[src/rtl/gcn_phase_scheduler.sv]
// Pass sequencer for one GCN inference: clear, transform, combine, argmax.
// Each phase has a start/sticky-done handshake and a shared per-phase timeout.
module gcn_phase_scheduler #(
    parameter int TIMEOUT_CYCLES = 255,
    parameter int TIMER_WIDTH    = $clog2(TIMEOUT_CYCLES + 1),
    parameter int CYCLE_WIDTH    = 12
) (
    input  logic                   clk,
    input  logic                   reset,
    input  logic                   start,
    input  logic                   transform_done,
    input  logic                   combine_done,
    input  logic                   argmax_done,
    output logic                   sub_clear,
    output logic                   start_transform,
    output logic                   start_combine,
    output logic                   start_argmax,
    output logic [1:0]             mem_sel,
    output logic                   busy,
    output logic                   done,
    output logic                   error,
    output logic [1:0]             error_phase,
    output logic [CYCLE_WIDTH-1:0] cycle_count
);

    typedef enum logic [2:0] {
        S_IDLE      = 3'd0,
        S_CLEAR     = 3'd1,
        S_TRANSFORM = 3'd2,
        S_COMBINE   = 3'd3,
        S_ARGMAX    = 3'd4,
        S_FINISH    = 3'd5,
        S_ERROR     = 3'd6
    } state_t;

    localparam logic [TIMER_WIDTH-1:0] TIMER_LAST = TIMER_WIDTH'(TIMEOUT_CYCLES - 1);

    state_t                 state_q, state_d;
    logic [TIMER_WIDTH-1:0] timer_q, timer_d;
    logic [CYCLE_WIDTH-1:0] cycle_q, cycle_d;
    logic [1:0]             err_phase_q, err_phase_d;

    logic       phase_active;
    logic       phase_done;
    logic [1:0] phase_idx;
    state_t     phase_next;

    always_ff @(posedge clk or posedge reset) begin
        if (reset) begin
            state_q     <= S_IDLE;
            timer_q     <= '0;
            cycle_q     <= '0;
            err_phase_q <= '0;
        end else begin
            state_q     <= state_d;
            timer_q     <= timer_d;
            cycle_q     <= cycle_d;
            err_phase_q <= err_phase_d;
        end
    end

    // Only the active phase's done is looked at; the others are ignored.
    always_comb begin
        phase_active = 1'b0;
        phase_done   = 1'b0;
        phase_idx    = 2'd0;
        phase_next   = S_IDLE;
        case (state_q)
            S_TRANSFORM: begin
                phase_active = 1'b1;
                phase_done   = transform_done;
                phase_idx    = 2'd0;
                phase_next   = S_COMBINE;
            end
            S_COMBINE: begin
                phase_active = 1'b1;
                phase_done   = combine_done;
                phase_idx    = 2'd1;
                phase_next   = S_ARGMAX;
            end
            S_ARGMAX: begin
                phase_active = 1'b1;
                phase_done   = argmax_done;
                phase_idx    = 2'd2;
                phase_next   = S_FINISH;
            end
            default: ;
        endcase
    end

    always_comb begin
        state_d     = state_q;
        timer_d     = timer_q;
        cycle_d     = cycle_q;
        err_phase_d = err_phase_q;
        case (state_q)
            S_IDLE: begin
                if (start) begin
                    state_d     = S_CLEAR;
                    cycle_d     = '0;
                    err_phase_d = 2'd0;
                end
            end
            S_CLEAR: begin
                state_d = S_TRANSFORM;
                timer_d = '0;
            end
            S_TRANSFORM, S_COMBINE, S_ARGMAX: begin
                if (cycle_q != {CYCLE_WIDTH{1'b1}}) begin
                    cycle_d = cycle_q + 1'b1;
                end
                timer_d = timer_q + 1'b1;
                // A done arriving on the last allowed cycle still counts as success.
                if (phase_done) begin
                    state_d = phase_next;
                    timer_d = '0;
                end else if (timer_q == TIMER_LAST) begin
                    state_d     = S_ERROR;
                    err_phase_d = phase_idx;
                end
            end
            S_FINISH, S_ERROR: begin
                if (!start) begin
                    state_d = S_IDLE;
                end
            end
            default: state_d = S_IDLE;
        endcase
    end

    // Sub-controllers are held in clear while our own reset is asserted.
    always_comb begin
        sub_clear       = reset || (state_q == S_CLEAR);
        start_transform = (state_q == S_TRANSFORM);
        start_combine   = (state_q == S_COMBINE);
        start_argmax    = (state_q == S_ARGMAX);
        busy            = (state_q == S_CLEAR) || phase_active;
        done            = (state_q == S_FINISH);
        error           = (state_q == S_ERROR);
        mem_sel         = 2'd0;
        if (state_q == S_COMBINE) begin
            mem_sel = 2'd1;
        end else if (state_q == S_ARGMAX) begin
            mem_sel = 2'd2;
        end
    end

    assign error_phase = err_phase_q;
    assign cycle_count = cycle_q;

endmodule
[config.mk]
export PLATFORM = sky130hd
export DESIGN_NAME = gcn_phase_scheduler
export DESIGN_NICKNAME = d
export VERILOG_FILES = /design/src/rtl/gcn_phase_scheduler.sv
export SDC_FILE = /design/constraint.sdc
export NUM_CORES = 1
export LEC_CHECK = 0
export BUFFER_PORTS_ARGS = -buffer_cell sky130_fd_sc_hd__buf_2
export CORE_MARGIN = 4
export CORE_UTILIZATION = 35
export DETAILED_ROUTE_END_ITERATION = 7
export PLACE_DENSITY = 0.62
export SYNTH_ARGS = -nofsm -noshare
export SYNTH_HDL_FRONTEND = slang
export SYNTH_SLANG_ARGS = --single-unit
[constraint.sdc]
create_clock -name clk -period 2.1 [get_ports clk]
set_clock_uncertainty 0.2 [all_clocks]
set_input_delay 0.42 -clock clk [delete_from_list [all_inputs] [get_ports clk]]
set_output_delay 0.42 -clock clk [all_outputs]
set_load 0.02 [all_outputs]
# After elaboration in Yosys (flattened, before gate mapping)
# Cells that the tools add are included.
# classes
n_mux,20
eq_ne,14
n_reduce_logical,10
add_sub_neg,2
# ops
operator,n
12-bit 2-to-1 mux,2
12-bit case mux with 2 select lines,1
8-bit case mux with 2 select lines,1
12-bit by 1-bit adder with 12-bit output (second input constant),1
3-bit 2-to-1 mux,4
12-bit != test (second input constant),1
3-bit case mux with 4 select lines,1
2-bit 2-to-1 mux,5
3-bit equality test (second input constant),3
3-bit case mux with 3 select lines,1
8-bit by 1-bit adder with 8-bit output (second input constant),1
8-bit equality test (second input constant),1
8-bit 2-to-1 mux,1
2-bit case mux with 2 select lines,2
3-bit by 2-bit equality test with 1-bit output (second input constant),2
2-bit != test (second input constant),3
3-bit AND reduction,2
2-bit by 1-bit != test with 1-bit output (second input constant),2
4-bit AND reduction,1
2-bit nonzero test,2
3-bit by 1-bit equality test with 1-bit output (second input constant),1
3-bit zero test,1
3-bit by 1-bit != test with 1-bit output (second input constant),1
1-bit case mux with 3 select lines,1
4 further kinds,5
# totals
out_inout_bits,23
word_cells,50
regBits,25

# Depth between registers and ports, before layout
# logic_depth
depth_word,5
mapped_depth,7
depth_no_buf,6

# Worst setup path before layout
# No wires, ideal clock.
# synth_path
path_type,register -> register
start,register state_q[0]
end,register state_q[2]
t_arrival_ns,1.728
path_stages_with_launch,8
slack_ns,0.107
required_time_ns,1.835
path_buffers,2
cell_sequence,dfrtp_1 > or3b_1 > buf_4 > inv_1 > a2bb2oi_1 > buf_2 > a211oi_1 > o22a_1
# synth_between
elab_chain_len,4
elab_cells_between_ends,17
cone_classes,9 x eq/ne; 4 x mux; 4 x reduce/logical
# synth_rtl
item,line,text
start: declaration,38,"state_t state_q, state_d;"
start signal: assignment,55,state_q <= state_d;
3-bit equality test (*),--,
named net start_argmax,17,"output logic start_argmax,"
3-bit case mux with 3 select lines (tied with other cells),68,case (state_q)
3-bit 2-to-1 mux or 3-bit by 1-bit != test with 1-bit output (tied branches),--,
3-bit case mux with 4 select lines or 3-bit AND reduction (tied branches),--,
# Mark *: on every way through the listed nets, which the timed path passes. The rest lies on a longest branch.
# A chain may end at the register's enable or synchronous reset.

# Final worst setup path
# layout_path
start,register state_q[1]
end,output busy
# layout_between
elab_chain_len,4
elab_cells_between_ends,7
cone_classes,4 x eq/ne; 1 x mux; 2 x reduce/logical
# layout_rtl
item,line,text
3-bit by 2-bit equality test with 1-bit output or 3-bit equality test (tied branches),68,
3-bit OR reduction (no source line),--,
1-bit 2-to-1 mux,68,
1-bit logical OR (*),137,busy = (state_q == S_CLEAR) || phase_active;
end: declaration,19,"output logic busy,"
# Every way passes the cells marked *; elsewhere a longest branch is shown, timed or not.

==> metrics.csv <==
metric,value,unit
"commonest non-fill, non-tap cells in the layout","26 x buf_2, 25 x dfrtp_1, 18 x buf_4, 17 x nand2_1, 13 x inv_1",
cell area after synthesis,1610,sq um
clock latency on the worst-skew pair,0.27,ns
PD cells,1320,nW/um^2
clock tree root driver cell,clkbuf_8,
endpoints failing setup,0,
Die Span X,75.8,microns
FF-to-FF Start,state_q[2],
CTS tree,done,
Total GRT Usage,0.148,
clk buf depth,2,
yosys synthesis warning count,0,
Fin. Hold Viols,0,
Critical Path RT,1.48,ns
# diodes,0,
Initial Util,0.365,
Yosys top cell area share,0.389,
syn avg cell area,8.94,sq um
max_slew headroom,0.675,
final core occ,0.459,
f_max,0.476,GHz
antenna violations before repair,0,
Async SR Flop Fraction,1.00,
Clock Sinks,25,
CP arrival,1.48,ns
"Seq/Total Area, Yosys",0.389,
Synth area leaders,"dfrtp_1 39%, nand2_1 4.2%, o21ai_0 3.4%",
DR pass1 iterations,4,
"most common cell after layout, fill and taps aside",buf_2,
Max-Cap Viols,0,
port bufs,28,
Worst Path Max Fanout,5,
Max VDD drop,558,uV
placer's final routability congestion estimate,0.828,
setup total negative slack,0,ns
fin crit period,2.10,ns
Die ar.,5750,sq um
switch share,0.460,
first-pass GRT wire length,6530,microns
crit end category,output port,
vias,1505,
DR DRC count,0,
Via density,5.45,
synth unique cells,45,
Net Switching,1.23,mW
die height,75.8,microns
synthesis-to-layout area growth,25.8,%
area post-placement,1890,sq um
Final Max Slew Viols,0,
"EDFF count, synth",0,
# nets final,234,
FILL cells,439,
reg2reg setup slack,0.10,ns
clock slew at reported path FFs,0.10,ns
synthesized instance count,180,
RSZ-0062 raised after global routing,yes,
wire length per cell,14.4,microns
R2R depth,7,
Max H-tree Level,1,
largest net degree at the start of global routing,26,
DR iter-0 viols,77,
post-DP HPWL,2860,microns
cell taking the most area after synthesis,dfrtp_1,
# rows,24,
total core area,4410,sq um
CTS Hold Bufs,0,
routed wire length,3980,microns
FF-to-FF End,cycle_count[4],
vias in the first global route,1377,
Num CTS Buffers,3,
synthesized flop and latch total,25,
CP Launch Type,flop,
Worst Hold Class,input port to async pin,
Clock power frac,0.111,
IO Count,29,
Reg power frac,0.248,
critical path type,flop to output port,
Pleak,0.910,nW
worst-margin pin slew,0.485,ns
syn nets,189,
Synth Flop Type,dfrtp_1,
run status,finished clean,
total grt overflow,0,
crit share post-route,1.00,
Final Cell Area,2020,sq um
Logic pwr share,0.641,
internal power,1.44,mW
Antenna Nets Post-Route,0,
Pwr Total,2.67,mW
ratio of cells with drive above 1 in the final layout,0.299,
routing by layer:
| metal | global-route usage | wire (microns) | vias to the layer above |
|---|---|---|---|
| met3 | 0.0369 | 201 | 2 |
| met1 | 0.208 | 1930 | 705 |
| met5 | 0 | 0 | - |
| met4 | 0.0388 | 13 | 0 |
| met2 | 0.225 | 1830 | 40 |
| li1 | - | - | 758 |
layout make-up:
class                   instances  area [sq um]  share of cell area
flip-flops and latches         25           626               0.309
repair buffers                 49           322               0.159
multi-input cells             132           915               0.452
inverters                      14          52.6              0.0260
clock buffers                   4          45.0              0.0222
well taps                      52          65.1              0.0321
per-stage QoR:
stage,hold WS [ns],instances,setup WS (ns)
3_5_place_dp,0.281,267,0.0329
2_1_floorplan,0.250,180,0.107
5_1_grt,0.145,276,-0.0629
4_1_cts,0.115,274,-0.0141
3_3_place_gp,0.275,267,0.0679
6_report,0.110,276,0.000500
worst max path at each step:
| stage | start | to | slack (ns) | cells after the start |
|---|---|---|---|---|
| after global routing | state_q[1] | busy | -0.06 | 5 |
| final | state_q[1] | busy | 0.0005 | 5 |
| after detailed placement | state_q[1] | cycle_count[9] | 0.03 | 5 |
| after floorplan | state_q[0] | state_q[2] | 0.11 | 7 |
| after CTS | state_q[0] | busy | -0.01 | 5 |
| after global placement | state_q[1] | cycle_count[9] | 0.07 | 5 |
cells by family after synthesis:
kind of cell,count (synthesis),synth area share
buf+inv,23,0.0614
mux,7,0.0451
xor+xnor,2,0.0109
compound gates,56,0.260
simple gates,64,0.211
flops,25,0.389
fa+ha+maj,3,0.0233
timing repair:
action                     in CTS  in global routing
setup endpoints to repair       3                  8
resized for setup               9                  8
setup buffers                   3                  2
pin swaps                       1                  4
sequential cells by signal, indices dropped and copies added (netlist names):
register,cells
error_phase,2
timer_q,8
state_q,3
cycle_count,12
critical path: stages, from the launching register on:
cell	delay (ns)
dfrtp_1	0.40
buf_6	0.13
or3_4	0.38
nand2_4	0.08
inv_2	0.06
buf_4	0.15
power groups by stage:
stage / logic (mW) / registers (mW) / clock network, mW
after floorplan: 0.984 / 0.692 / 0
after global placement: 1.50 / 0.658 / 0
after detailed placement: 1.50 / 0.663 / 0
after CTS: 1.62 / 0.658 / 0.304
after global routing: 1.90 / 0.675 / 0.326
final: 1.71 / 0.661 / 0.297
cells in the mapped netlist (all sizes together) (3+ instances only):
cell / instances
nand2b: 4
o211ai: 3
o21ai: 12
clkbuf: 3
buf: 6
dfrtp: 25
a21oi: 6
o22ai: 3
or3: 5
nor3: 4
mux2i: 5
nand3: 9
nand2: 18
nand4: 3
nor2: 6
a211oi: 4
o31ai: 6
ha: 3
and3: 4
a31oi: 8
inv: 14
Power figures use the tool's default switching activity.
